**config.mk**
```make
export PLATFORM = sky130hd
export DESIGN_NAME = ifu_fetch
export DESIGN_NICKNAME = d
export VERILOG_FILES = /design/src/rtl/ifu_fetch.sv
export SDC_FILE = /design/constraint.sdc
export NUM_CORES = 1
export LEC_CHECK = 0
export BUFFER_PORTS_ARGS = -buffer_cell sky130_fd_sc_hd__buf_2
export CORE_MARGIN = 10
export CORE_UTILIZATION = 50
export DETAILED_ROUTE_END_ITERATION = 16
export GPL_ROUTABILITY_DRIVEN = 0
export PLACE_DENSITY = 0.73
export SLEW_MARGIN = 25
export SYNTH_ARGS = -nofsm -noshare
export SYNTH_HDL_FRONTEND = slang
export SYNTH_SLANG_ARGS = --single-unit
```
**constraint.sdc**
```tcl
create_clock -name clk -period 3.4 [get_ports clk]
set_input_delay 0.68 -clock clk [delete_from_list [all_inputs] [get_ports clk]]
set_output_delay 0.68 -clock clk [all_outputs]
set_load 0.005 [all_outputs]
```
**src/rtl/ifu_fetch.sv**
```systemverilog
`default_nettype none
// ============================================================================
// Module  : ifu_fetch
// Desc    : RV32 instruction fetch stage with credit-limited requests, an
//           in-order instruction FIFO and redirect flush. Macro IFU_PERF_EN
//           enables the saturating decode-stall cycle counter.
// Rev     : 1.0
// ============================================================================
module ifu_fetch #(
   parameter logic [31:0] RESET_PC   = 32'h8000_0000,
   parameter int          FIFO_DEPTH = 2,
   parameter int          CNT_W      = 32
) (
   input  logic             clk,
   input  logic             reset,
   output logic             req_valid,
   input  logic             req_ready,
   output logic [31:0]      req_addr,
   input  logic             rsp_valid,
   input  logic [31:0]      rsp_data,
   output logic             inst_valid,
   input  logic             inst_ready,
   output logic [31:0]      inst,
   output logic [31:0]      inst_pc,
   input  logic             redirect_valid,
   input  logic [31:0]      redirect_pc,
   output logic [CNT_W-1:0] perf_stall_cnt
);

   localparam int c_PTR_W = $clog2(FIFO_DEPTH);
   localparam int c_CNT_W = c_PTR_W + 1;
   localparam logic [c_CNT_W:0] c_DEPTH_EXT = (c_CNT_W + 1)'(FIFO_DEPTH);

   logic [31:0]        r_fetch_pc;
   logic [c_CNT_W-1:0] r_outstanding;
   logic [c_CNT_W-1:0] r_drop_cnt;

   logic [31:0]        r_tag [FIFO_DEPTH];
   logic [c_PTR_W-1:0] r_tag_wptr;
   logic [c_PTR_W-1:0] r_tag_rptr;

   logic [31:0]        r_fifo_inst [FIFO_DEPTH];
   logic [31:0]        r_fifo_pc   [FIFO_DEPTH];
   logic [c_PTR_W-1:0] r_fifo_wptr;
   logic [c_PTR_W-1:0] r_fifo_rptr;
   logic [c_CNT_W-1:0] r_fifo_cnt;

   logic [c_CNT_W:0]   w_credit_sum;
   logic               w_accept;
   logic               w_dropping;
   logic               w_push;
   logic               w_pop;
   logic               w_unused;

   // Credits cover both buffered and in-flight words, so a response always has a slot.
   assign w_credit_sum = {1'b0, r_fifo_cnt} + {1'b0, r_outstanding};
   assign req_valid    = reset & ~redirect_valid & (r_drop_cnt == '0)
                         & (w_credit_sum < c_DEPTH_EXT);
   assign req_addr     = r_fetch_pc;
   assign w_accept     = req_valid & req_ready;
   assign w_dropping   = (r_drop_cnt != '0);
   assign w_push       = rsp_valid & ~w_dropping & ~redirect_valid;
   assign w_pop        = inst_valid & inst_ready & ~redirect_valid;

   assign inst_valid   = (r_fifo_cnt != '0);
   assign inst         = r_fifo_inst[r_fifo_rptr];
   assign inst_pc      = r_fifo_pc[r_fifo_rptr];
   assign w_unused     = ^redirect_pc[1:0];

   always_ff @(posedge clk or negedge reset) begin
      if (!reset) begin
         r_fetch_pc <= RESET_PC;
      end else if (redirect_valid) begin
         r_fetch_pc <= {redirect_pc[31:2], 2'b00};
      end else if (w_accept) begin
         r_fetch_pc <= r_fetch_pc + 32'd4;
      end
   end

   always_ff @(posedge clk or negedge reset) begin
      if (!reset) begin
         r_outstanding <= '0;
      end else if (w_accept && !rsp_valid) begin
         r_outstanding <= r_outstanding + c_CNT_W'(1);
      end else if (!w_accept && rsp_valid) begin
         r_outstanding <= r_outstanding - c_CNT_W'(1);
      end
   end

   // A response in the redirect cycle is already discarded, so it is not counted again.
   always_ff @(posedge clk or negedge reset) begin
      if (!reset) begin
         r_drop_cnt <= '0;
      end else if (redirect_valid) begin
         r_drop_cnt <= r_outstanding - c_CNT_W'(rsp_valid);
      end else if (rsp_valid && w_dropping) begin
         r_drop_cnt <= r_drop_cnt - c_CNT_W'(1);
      end
   end

   always_ff @(posedge clk or negedge reset) begin
      if (!reset) begin
         for (int i = 0; i < FIFO_DEPTH; i++) begin
            r_tag[i] <= '0;
         end
         r_tag_wptr <= '0;
         r_tag_rptr <= '0;
      end else begin
         if (w_accept) begin
            r_tag[r_tag_wptr] <= r_fetch_pc;
            r_tag_wptr        <= r_tag_wptr + c_PTR_W'(1);
         end
         if (rsp_valid) begin
            r_tag_rptr <= r_tag_rptr + c_PTR_W'(1);
         end
      end
   end

   always_ff @(posedge clk or negedge reset) begin
      if (!reset) begin
         r_fifo_wptr <= '0;
         r_fifo_rptr <= '0;
         r_fifo_cnt  <= '0;
      end else if (redirect_valid) begin
         r_fifo_rptr <= r_fifo_wptr;
         r_fifo_cnt  <= '0;
      end else begin
         if (w_push) begin
            r_fifo_wptr <= r_fifo_wptr + c_PTR_W'(1);
         end
         if (w_pop) begin
            r_fifo_rptr <= r_fifo_rptr + c_PTR_W'(1);
         end
         if (w_push && !w_pop) begin
            r_fifo_cnt <= r_fifo_cnt + c_CNT_W'(1);
         end else if (!w_push && w_pop) begin
            r_fifo_cnt <= r_fifo_cnt - c_CNT_W'(1);
         end
      end
   end

   always_ff @(posedge clk or negedge reset) begin
      if (!reset) begin
         for (int i = 0; i < FIFO_DEPTH; i++) begin
            r_fifo_inst[i] <= '0;
            r_fifo_pc[i]   <= '0;
         end
      end else if (w_push) begin
         r_fifo_inst[r_fifo_wptr] <= rsp_data;
         r_fifo_pc[r_fifo_wptr]   <= r_tag[r_tag_rptr];
      end
   end

`ifdef IFU_PERF_EN
   logic [CNT_W-1:0] r_stall_cnt;

   always_ff @(posedge clk or negedge reset) begin
      if (!reset) begin
         r_stall_cnt <= '0;
      end else if (!inst_valid && (r_stall_cnt != '1)) begin
         r_stall_cnt <= r_stall_cnt + CNT_W'(1);
      end
   end

   assign perf_stall_cnt = r_stall_cnt;
`else
   assign perf_stall_cnt = '0;
`endif

endmodule
`default_nettype wire
```
---- After elaboration in Yosys (flattened, before gate mapping) ----
Index checks and enable logic that the tools add are counted.
word-level totals
  input bits .............................. 70
  word-level logic and storage cells ...... 94
  output and inout port bits .............. 130
  bits in registers ....................... 234
operators by class
  reduce and logical (&&, ||, !) cells .... 20
  add/subtract/negate cells ............... 12
  multiplexer cells ....................... 27
  $lt $le $gt $ge ......................... 7
  bitwise gates (word level) .............. 14
operator list
  cell                                                      number
  2-to-1 mux 32 bit                                         13
  bitwise mux 64 bit                                        3
  demux 32 bit (select 1 bit)                               2
  adder 32 x 3 -> 32 bit, second input constant             1
  2-to-1 mux 2 bit                                          7
  nonzero test 2 bit                                        6
  AND 1 bit                                                 8
  greater-or-equal comparator 2 bit, second input constant  4
  NOT 1 -> 2 bit                                            4
  logical AND 1 bit                                         7
  subtractor 2 x 1 -> 2 bit, second input constant          3
  adder 1 bit, second input constant                        4
  adder 2 x 1 -> 2 bit, second input constant               2
  logical NOT 1 bit                                         4
  < comparator 2 x 1 -> 1 bit, second input constant        2
  adder 2 x 2 -> 3 bit                                      1
  < comparator 3 x 2 -> 1 bit, second input constant        1
  nonzero test 3 bit                                        1
  logical NOT 2 bit                                         1
  2-to-1 mux 1 bit                                          2
  NOT 1 bit                                                 2
  AND reduction 2 bit                                       1
  subtractor 2 x 1 -> 2 bit                                 1

---- Longest topological paths before layout ----
Gate-level depths: netlist of the first run.
  depth in word-level cells ............... 9
  gate-level depth with buffers ........... 11
  depth with buffers taken out ............ 10

---- Worst setup path before layout of the first run ----
OpenSTA, ideal clock, no wires.
  path kind ............................... flip-flop to flip-flop
  start point ............................. reg r_outstanding[0]
  end point ............................... reg r_outstanding[1]
  cell stages (with the launch flop) ...... 12
  setup time .............................. 126 ps
  clock period less this slack ............ 2395 ps
  required time ........................... 3274 ps
  setup slack ............................. 1005 ps
  arrival time ............................ 2268 ps
  path buffers ............................ 1
  cells stage by stage .................... dfrtp_1 > inv_1 > nor2_1 > fa_1 > nor3b_1 > nand3_2 > inv_2 > buf_2 > ha_1 > xor2_1 > nor2_1 > xor2_1
between the ends
  cells in the longest elaborated chain, start to end .. 7
  elaborated cells on any way between the ends .. 12
  those cells by class .................... 3 x add/sub; 1 x order compare; 2 x mux; 2 x bitwise; 4 x reduce/logical
RTL lines
  item                                 line  RTL
  start: declaration                   35    logic [c_CNT_W-1:0] r_outstanding;
  start signal: assignment             84    r_outstanding <= r_outstanding + c_CNT_W'(1);
  start signal: assignment             86    r_outstanding <= r_outstanding - c_CNT_W'(1);
  adder 2 x 2 -> 3 bit (*)             56    assign w_credit_sum = {1'b0, r_fifo_cnt} + {1'b0, r_outstanding};
  < comparator 3 x 2 -> 1 bit (*)      58    & (w_credit_sum < c_DEPTH_EXT);
  AND 1 bit (*)                        58
  AND 1 bit (*)                        60    assign w_accept = req_valid & req_ready;
  via w_accept                         49    logic w_accept;
  logical NOT 1 bit                    85    end else if (!w_accept && rsp_valid) begin
  logical AND 1 bit                    85
  nonzero test 2 bit (no source line)  --
The timed path passes the listed nets; every way through them passes the cells marked *. The select of a mux whose other input is x is not followed.
A chain may end at the register's enable or synchronous reset.

---- Worst setup path in the final report of the first run ----
  start point ............................. reg r_outstanding[0]
  end point ............................... out req_valid
between the ends
  cells in the longest elaborated chain, start to end .. 3
RTL lines
  item                         line  RTL
  adder 2 x 2 -> 3 bit         56
  < comparator 3 x 2 -> 1 bit  58
  AND 1 bit                    58
  end: declaration             16    output logic req_valid,
Every way passes these cells.

==> metrics list, run 1 <==
- In the synthesized netlist the async set-or-reset flop fraction comes to 1.000.
* Critical-path maximum fanout: 3
- Leakage Power: 5.817 nW
* Number of placed instances, taps included: 1261
- Core region area: 20300 um^2
* Number of vias per cell after detailed routing: 5.389
- The initial utilization of the core area, before any placement, comes to 0.5113.
- Count of flip-flops with a built-in enable after synthesis: 0
* Count of filler cells inserted in the layout: 1688
* Final Hold Viols: 0
* Clock root buffer: sky130_fd_sc_hd__clkbuf_16
- The number of global-route vias before repair came to 7215.
- STA classifies the critical path startpoint as a register.
* Areal power density over the cells: 845.8 nW/um^2
- The longest clock path from root to sink contains 3 buffers.
* H-Tree Level Count: 1
- Measured against its own limit, the worst slew margin works out to 0.3089.
- Primary flip-flop cell chosen by synthesis mapping: sky130_fd_sc_hd__dfrtp_1
* Die outline area: 26920 um^2
* Post-synthesis area per instance: 11.93 um^2
- Grt total ovfl: 0
- Number of cell rows: 52
- Data arrival, critical path: 2130 ps
- Of the cells placed in the final design, the portion with a size suffix greater than 1 is 0.4000.
- Setup_tns: 0 ps
* CTS Sinks: 224
* WL/cell: 18.58 um
- Antenna Nets Post-Route: 0
* Final WL: 24250 um
- Cells after Synth: 870
* Pre-CTS setup slack: 627.9 ps
- The share of the Yosys chip area taken by registers is 0.5402.
* Yosys Warn Count: 0
- Area growth from synthesis to final layout: 17.26%
* Global-route wire length before repair: 38720 um
- Initial DRT Pass Iterations: 4
- The number of cells on the worst reg-to-reg path is 8.
- Result of the run: finished clean
- The number of antenna violations at the first check in global routing came to 0.
- HPWL reported at the end of detailed placement: 16200 um
- Crit share post-route: 0.8276
- Register clock-pin slew on the reported worst setup and hold paths: 60 ps
- Most frequent cells in the layout: sky130_fd_sc_hd__dfrtp_1 (221), sky130_fd_sc_hd__mux2_2 (182), sky130_fd_sc_hd__buf_2 (160)
- The design draws 10.29 mW.
* Max IR drop VDD: 397.9 uV
- Derived from the worst setup path, the maximum achievable clock frequency is 0.3554 GHz.
- Setup repair after global routing missed its margin: no
- TritonCTS created 24 clock buffers.
- Worst endpoint required time: 2720 ps
- Final-report max-slew violation count: 0
* Max-cap viol count: 0
* Via Count: 7033
- For this block, the initial DRC count from the detailed router was 310.
* Type of the worst setup path: register to output pin
- Final setup margin: 586.2 ps
* Floorplan die height: 164.1 um
* Core occupancy in the finished layout: 0.5995
* Largest net degree at the start of global routing: 83
- Number of stages on the worst hold path: 3
- # DRC: 0
- Width of the die: 164.1 um
* Type of the worst min-delay path: input port to register
- The clock reaches the later pin of the worst-skew pair after 500 ps.
* I/O pin count: 200
* Leading cell type in the layout, fill and taps excluded: sky130_fd_sc_hd__dfrtp_1
* Ant diodes: 0
* CTS tree: yes
- STA classifies the critical path endpoint as an output pin.
- Synthesis instantiated 56 different standard cells from the library.
- After clock tree synthesis, the repair step resized 0 gates.
- Setup violations remaining at the end of the flow were counted as 0.
- Total track usage: 0.1756
* Min Clock Period, post-route: 2814 ps
- In this run the cell area of the synthesized design comes to 10380 um^2.
- At the pin with the least slew margin, the transition time is 1037 ps.
- For this run, the number of standard cells in the final layout without fillers is 1305.
- Synthesis inferred 224 register bits.
- Port-buffer cells: 161
* Clock skew after layout: 5.707 ps
- For this run, the post-layout net count is 1093.
-- cell type report --
cell class | instances | area (um^2) | share of cell area
timing repair buffer | 175 | 964.7 | 0.07926
sequential | 224 | 5609 | 0.4609
multi-input combinational | 582 | 4388 | 0.3605
clock inverter | 5 | 75.07 | 0.006168
inverter | 11 | 41.29 | 0.003393
tap | 270 | 337.8 | 0.02776
clock buffer | 38 | 754.5 | 0.06199
-- metrics by stage --
step                      hold slack (ps)  instance area [um^2]
after floorplan                     384.4                 10510
after global routing                380.7                 12170
after detailed placement            464.2                 11330
after global placement              456.3                 11330
final                               390.5                 12170
after CTS                           369.7                 12170
-- cell families (layout without fill, tap and decap cells) --
| kind of cell | Yosys count | after routing | share of synthesized area |
|---|---|---|---|
| flops | 224 | 224 | 0.5402 |
| mux | 216 | 216 | 0.2305 |
| simple gates | 185 | 185 | 0.08680 |
| compound gates | 128 | 128 | 0.07342 |
| buf+inv | 99 | 229 | 0.05184 |
| xor+xnor | 12 | 12 | 0.01013 |
| fa+ha+maj | 5 | 5 | 0.006751 |
| other cells | 1 | 36 | 0.0003613 |
-- flip-flops by register name, indices dropped and copies added (netlist names) --
signal         flops
r_outstanding      2
r_fifo_pc         60
r_fifo_inst       64
r_fifo_wptr        1
req_addr          30
r_tag_rptr         1
r_tag_wptr         1
r_fifo_rptr        1
r_fifo_cnt         2
r_tag             60
r_drop_cnt         2
-- critical path, stage by stage (launching register included) --
cell and delay (ps):
sky130_fd_sc_hd__dfrtp_1 400, sky130_fd_sc_hd__inv_1 80, sky130_fd_sc_hd__nor2_1 130, sky130_fd_sc_hd__fa_1 430, sky130_fd_sc_hd__nor3b_1 290, sky130_fd_sc_hd__and2_1 170
sky130_fd_sc_hd__buf_2 130
-- per-layer routing --
layer	part of all wire	GRT usage	vias to the layer above	routed length, um
met2	0.48	0.2877	157	11580
met1	0.45	0.2338	3524	10850
met5	0	0	-	0
li1	-	-	3328	-
met4	0.017	0.04468	0	423
met3	0.058	0.03529	24	1399
-- path summary, 6_finish.rpt --
check,start,to,slack [ps]
max,r_outstanding[0],req_valid,590
min,redirect_pc[7],req_addr[7],390
max reg2reg,r_outstanding[0],r_tag[25],650
min reg2reg,r_fifo_pc[26],r_fifo_pc[26],470
max in group asynchronous,reset,r_tag_rptr,940
min in group asynchronous,reset,r_fifo_inst[54],600
-- synthesized netlist by cell type (all sizes together), types with 2 or more instances --
| master | n | share of area |
|---|---|---|
| nand4 | 13 | 0.0099 |
| mux2i | 32 | 0.031 |
| mux2 | 184 | 0.20 |
| nand3 | 24 | 0.013 |
| clkbuf | 27 | 0.010 |
| o31a | 2 | 0.0017 |
| inv | 11 | 0.0040 |
| xnor2 | 6 | 0.0051 |
| and2 | 2 | 0.0012 |
| xor2 | 6 | 0.0051 |
| nor2 | 48 | 0.018 |
| nor3 | 3 | 0.0030 |
| nand2 | 79 | 0.029 |
| a221o | 2 | 0.0019 |
| a31oi | 2 | 0.0012 |
| and3 | 3 | 0.0018 |
| nor4 | 5 | 0.0065 |
| buf | 61 | 0.038 |
| ha | 4 | 0.0048 |
| o211ai | 15 | 0.011 |
| a21oi | 39 | 0.019 |
| dfrtp | 223 | 0.54 |
| or3 | 3 | 0.0018 |
| o311ai | 10 | 0.0084 |
| o21ai | 50 | 0.024 |
| a22oi | 2 | 0.0014 |
-- repair_timing --
action | 4_1_cts | 5_1_grt
hold endpoints to repair | 15 | 0
setup buffers | 0 | 0
hold buffers | 1 | 0
-- where the power goes --
group | internal, mW | switching, mW
Sequential | 3.76 | 0.727
Combinational | 1.79 | 1.35
Clock | 1.66 | 1.01
Power figures use the tool's default switching activity.
==> run 2, diff against run 1 <==
PLACE_DENSITY = 0.76   (was 0.73)
clock period = 2.5 ns   (was 3.4 ns; I/O delays follow)
==> run 2 against run 1 <==
  * Die area is the same
  * Setup slack lost 550 ps
  * Clock power grew 25%
  * Critical path type unchanged
  * Hold slack lost 290 ps
  * Highest routed layer unchanged
  * Routed wire length shrank 1.2%
  * Register-to-register slack lost 500 ps
==> metrics list, run 2 (synthesis gave the netlist of run 1 again) <==
* Relative contribution of the clock network to total power: 0.242
- The worst setup path is launched from a register.
* Min Clock Period, post-route: 2463 ps
- Max-cap viol count: 0
* Int Power: 9.559 mW
- Counting every sink on the clock net gives 224.
- The final number of hold-violating endpoints is 0.
- Final setup fails: 0
- At the worst endpoint, the arrival time is 1960 ps.
- Setup repair after global routing could not meet its margin everywhere.
- Antenna Nets Post-Route: 0
- In the routed design, unresolved DRC markers number 0.
- Met2 WL post-DR: 11300 um
* Ant diodes: 0
- The first detailed-routing pass ran for 4 iterations.
- Share of cells above drive strength 1: 0.4128
- Final WL: 23960 um
* Relative slew margins: 0.3874
- Number of cell rows: 52
- Critical-path maximum fanout: 2
* Type of the worst min-delay path: input port to async pin
- Die outline area: 26920 um^2
- Core occupancy in the finished layout: 0.6009
- I/O pin count: 200
* Largest net degree at the start of global routing: 177
- In the layout the commonest cells are sky130_fd_sc_hd__dfrtp_1 (221), sky130_fd_sc_hd__mux2_2 (182), sky130_fd_sc_hd__buf_2 (160).
- Floorplan die height: 164.1 um
- Routed signal wires occupy layers up through met4.
* Final-report max-slew violation count: 0
- Of the total power, the share spent switching nets is 0.3067.
- Nature of the critical path endpoint: output pin
- Result of the run: finished clean
- The detailed router finished its first iteration with 454 violations.
* Grt total ovfl: 0
- Timing would allow up to 0.4059 GHz.
* Top register by number of flip-flops: r_fifo_inst
- CP startpoint: r_outstanding[0]
- Summed over all nets, the switching power comes to 4.229 mW.
* Leakage Power: 5.838 nW
- For the worst-skew pair, the clock arrives at the later sink with an insertion delay of 510 ps.
- Via Count: 7044
- Core region area: 20300 um^2
- At the pin with the least slew margin, the transition time is 918.9 ps.
* CTS tree: yes
- Starting Density: 0.5113
- Total power: 13.79 mW
- IR analysis of the VDD net gives a maximum drop of 471.4 uV.
* Total CTS buffers: 23
- The worst register-to-register path begins at r_outstanding[1].
* Count of filler cells inserted in the layout: 1680
- Of the available clock period, the critical path in the final layout requires 0.9853.
- Routed metal-1 wirelength: 10710 um
* Number of nets in the layout: 1103
- Maximum clock insertion buffer count: 3
* HPWL reported at the end of detailed placement: 16610 um
- Leaving out fill and tap cells, the most frequent cell in the layout is sky130_fd_sc_hd__dfrtp_1.
* Register clock-pin slew on the reported worst setup and hold paths: 60 ps
- Width of the die: 164.1 um
- Area growth from synthesis to final layout: 17.53%
- Global-route wire length before repair: 38030 um
* Type of the worst setup path: register to output pin
- Using the TritonRoute via totals, the vias-per-cell ratio works out to 5.361.
- Worst endpoint required time: 2000 ps
- Clock tree synthesis selected as its root buffer the cell sky130_fd_sc_hd__clkbuf_16.
- In the final routed layout, each cell accounts on average for 18.23 um.
- Clock skew after layout: 19.94 ps
* Via count of the first global-routing pass: 7318
- The number of antenna violations at the first check in global routing came to 0.
- After routing, the total negative slack on setup checks comes to 0 ps.
- Registers with the most flip-flops: r_fifo_inst (64), r_fifo_pc (60), r_tag (60)
* Total track usage: 0.1713
- The register with the most flip-flops in the layout has 64 of them.
- Logic pwr share: 0.321
- Dividing total power by cell area gives a power density of 1130 nW/um^2.
- The share of total power dissipated in sequential elements is 0.438.
* R2R cell count: 7
- Length of routed met3 wiring: 1485 um
- Port-buffer cells: 161
- H-Tree Level Count: 1
==> run 2: what timing repair did <==
| action | in CTS | in global routing |
|---|---|---|
| resized for setup | 1 | 6 |
| hold buffers | 0 | 0 |
| setup buffers | 1 | 3 |
| setup endpoints to repair | 6 | 34 |
| pin swaps | 1 | 1 |
==> run 2: routing by layer <==
metal / GRT usage / up-vias
li1: - / 3333
met1: 0.2278 / 3505
met2: 0.2801 / 175
met3: 0.03504 / 31
met4: 0.04468 / 0
met5: 0 / -
==> run 2: stage by stage <==
| stage | setup WS (ps) | instance area [um^2] | hold slack (ps) | std cells |
|---|---|---|---|---|
| after floorplan | 105.5 | 10510 | 204.4 | 905 |
| after global placement | 4.080 | 11410 | 454.7 | 1269 |
| after detailed placement | -47.88 | 11410 | 464.6 | 1269 |
| after CTS | 18.00 | 12160 | 111.1 | 1311 |
| after global routing | -51.07 | 12200 | 135.1 | 1314 |
| final | 36.63 | 12200 | 97.70 | 1314 |
==> run 2: worst max-delay path, cell delays in order, from the launching register on <==
cell,delay [ps]
sky130_fd_sc_hd__dfrtp_1,360
sky130_fd_sc_hd__inv_2,50
sky130_fd_sc_hd__nor2_2,110
sky130_fd_sc_hd__fa_1,430
sky130_fd_sc_hd__nor3b_2,230
sky130_fd_sc_hd__and2_1,150
sky130_fd_sc_hd__buf_2,130
==> run 2: layout make-up <==
class / count / area (um^2) / area share
inverters: 11 / 42.54 / 0.003488
clock buffers: 31 / 655.6 / 0.05375
multi-input cells: 582 / 4403 / 0.3610
flip-flops and latches: 224 / 5609 / 0.4598
clock inverters: 10 / 83.83 / 0.006873
repair buffers: 186 / 1066 / 0.08739
well taps: 270 / 337.8 / 0.02770
==> run 2: worst paths after layout <==
check | to | slack, ps
worst max-delay path | req_valid | 40
worst min-delay path | r_fifo_pc[30] | 100
worst max register to register | r_tag[7] | 150
worst min register to register | r_fifo_pc[23] | 470
max in group asynchronous | r_tag_rptr | 1650
min in group clk | req_addr[23] | 200
==> run 2: power by group through the flow <==
stage          clock network [mW]  registers [mW]  logic (mW)
2_1_floorplan                   0            5.73        3.11
3_3_place_gp                    0            6.00        4.36
3_5_place_dp                    0            6.09        4.46
4_1_cts                      3.41            6.04        4.50
5_1_grt                      3.55            6.23        4.94
6_report                     3.33            6.03        4.42
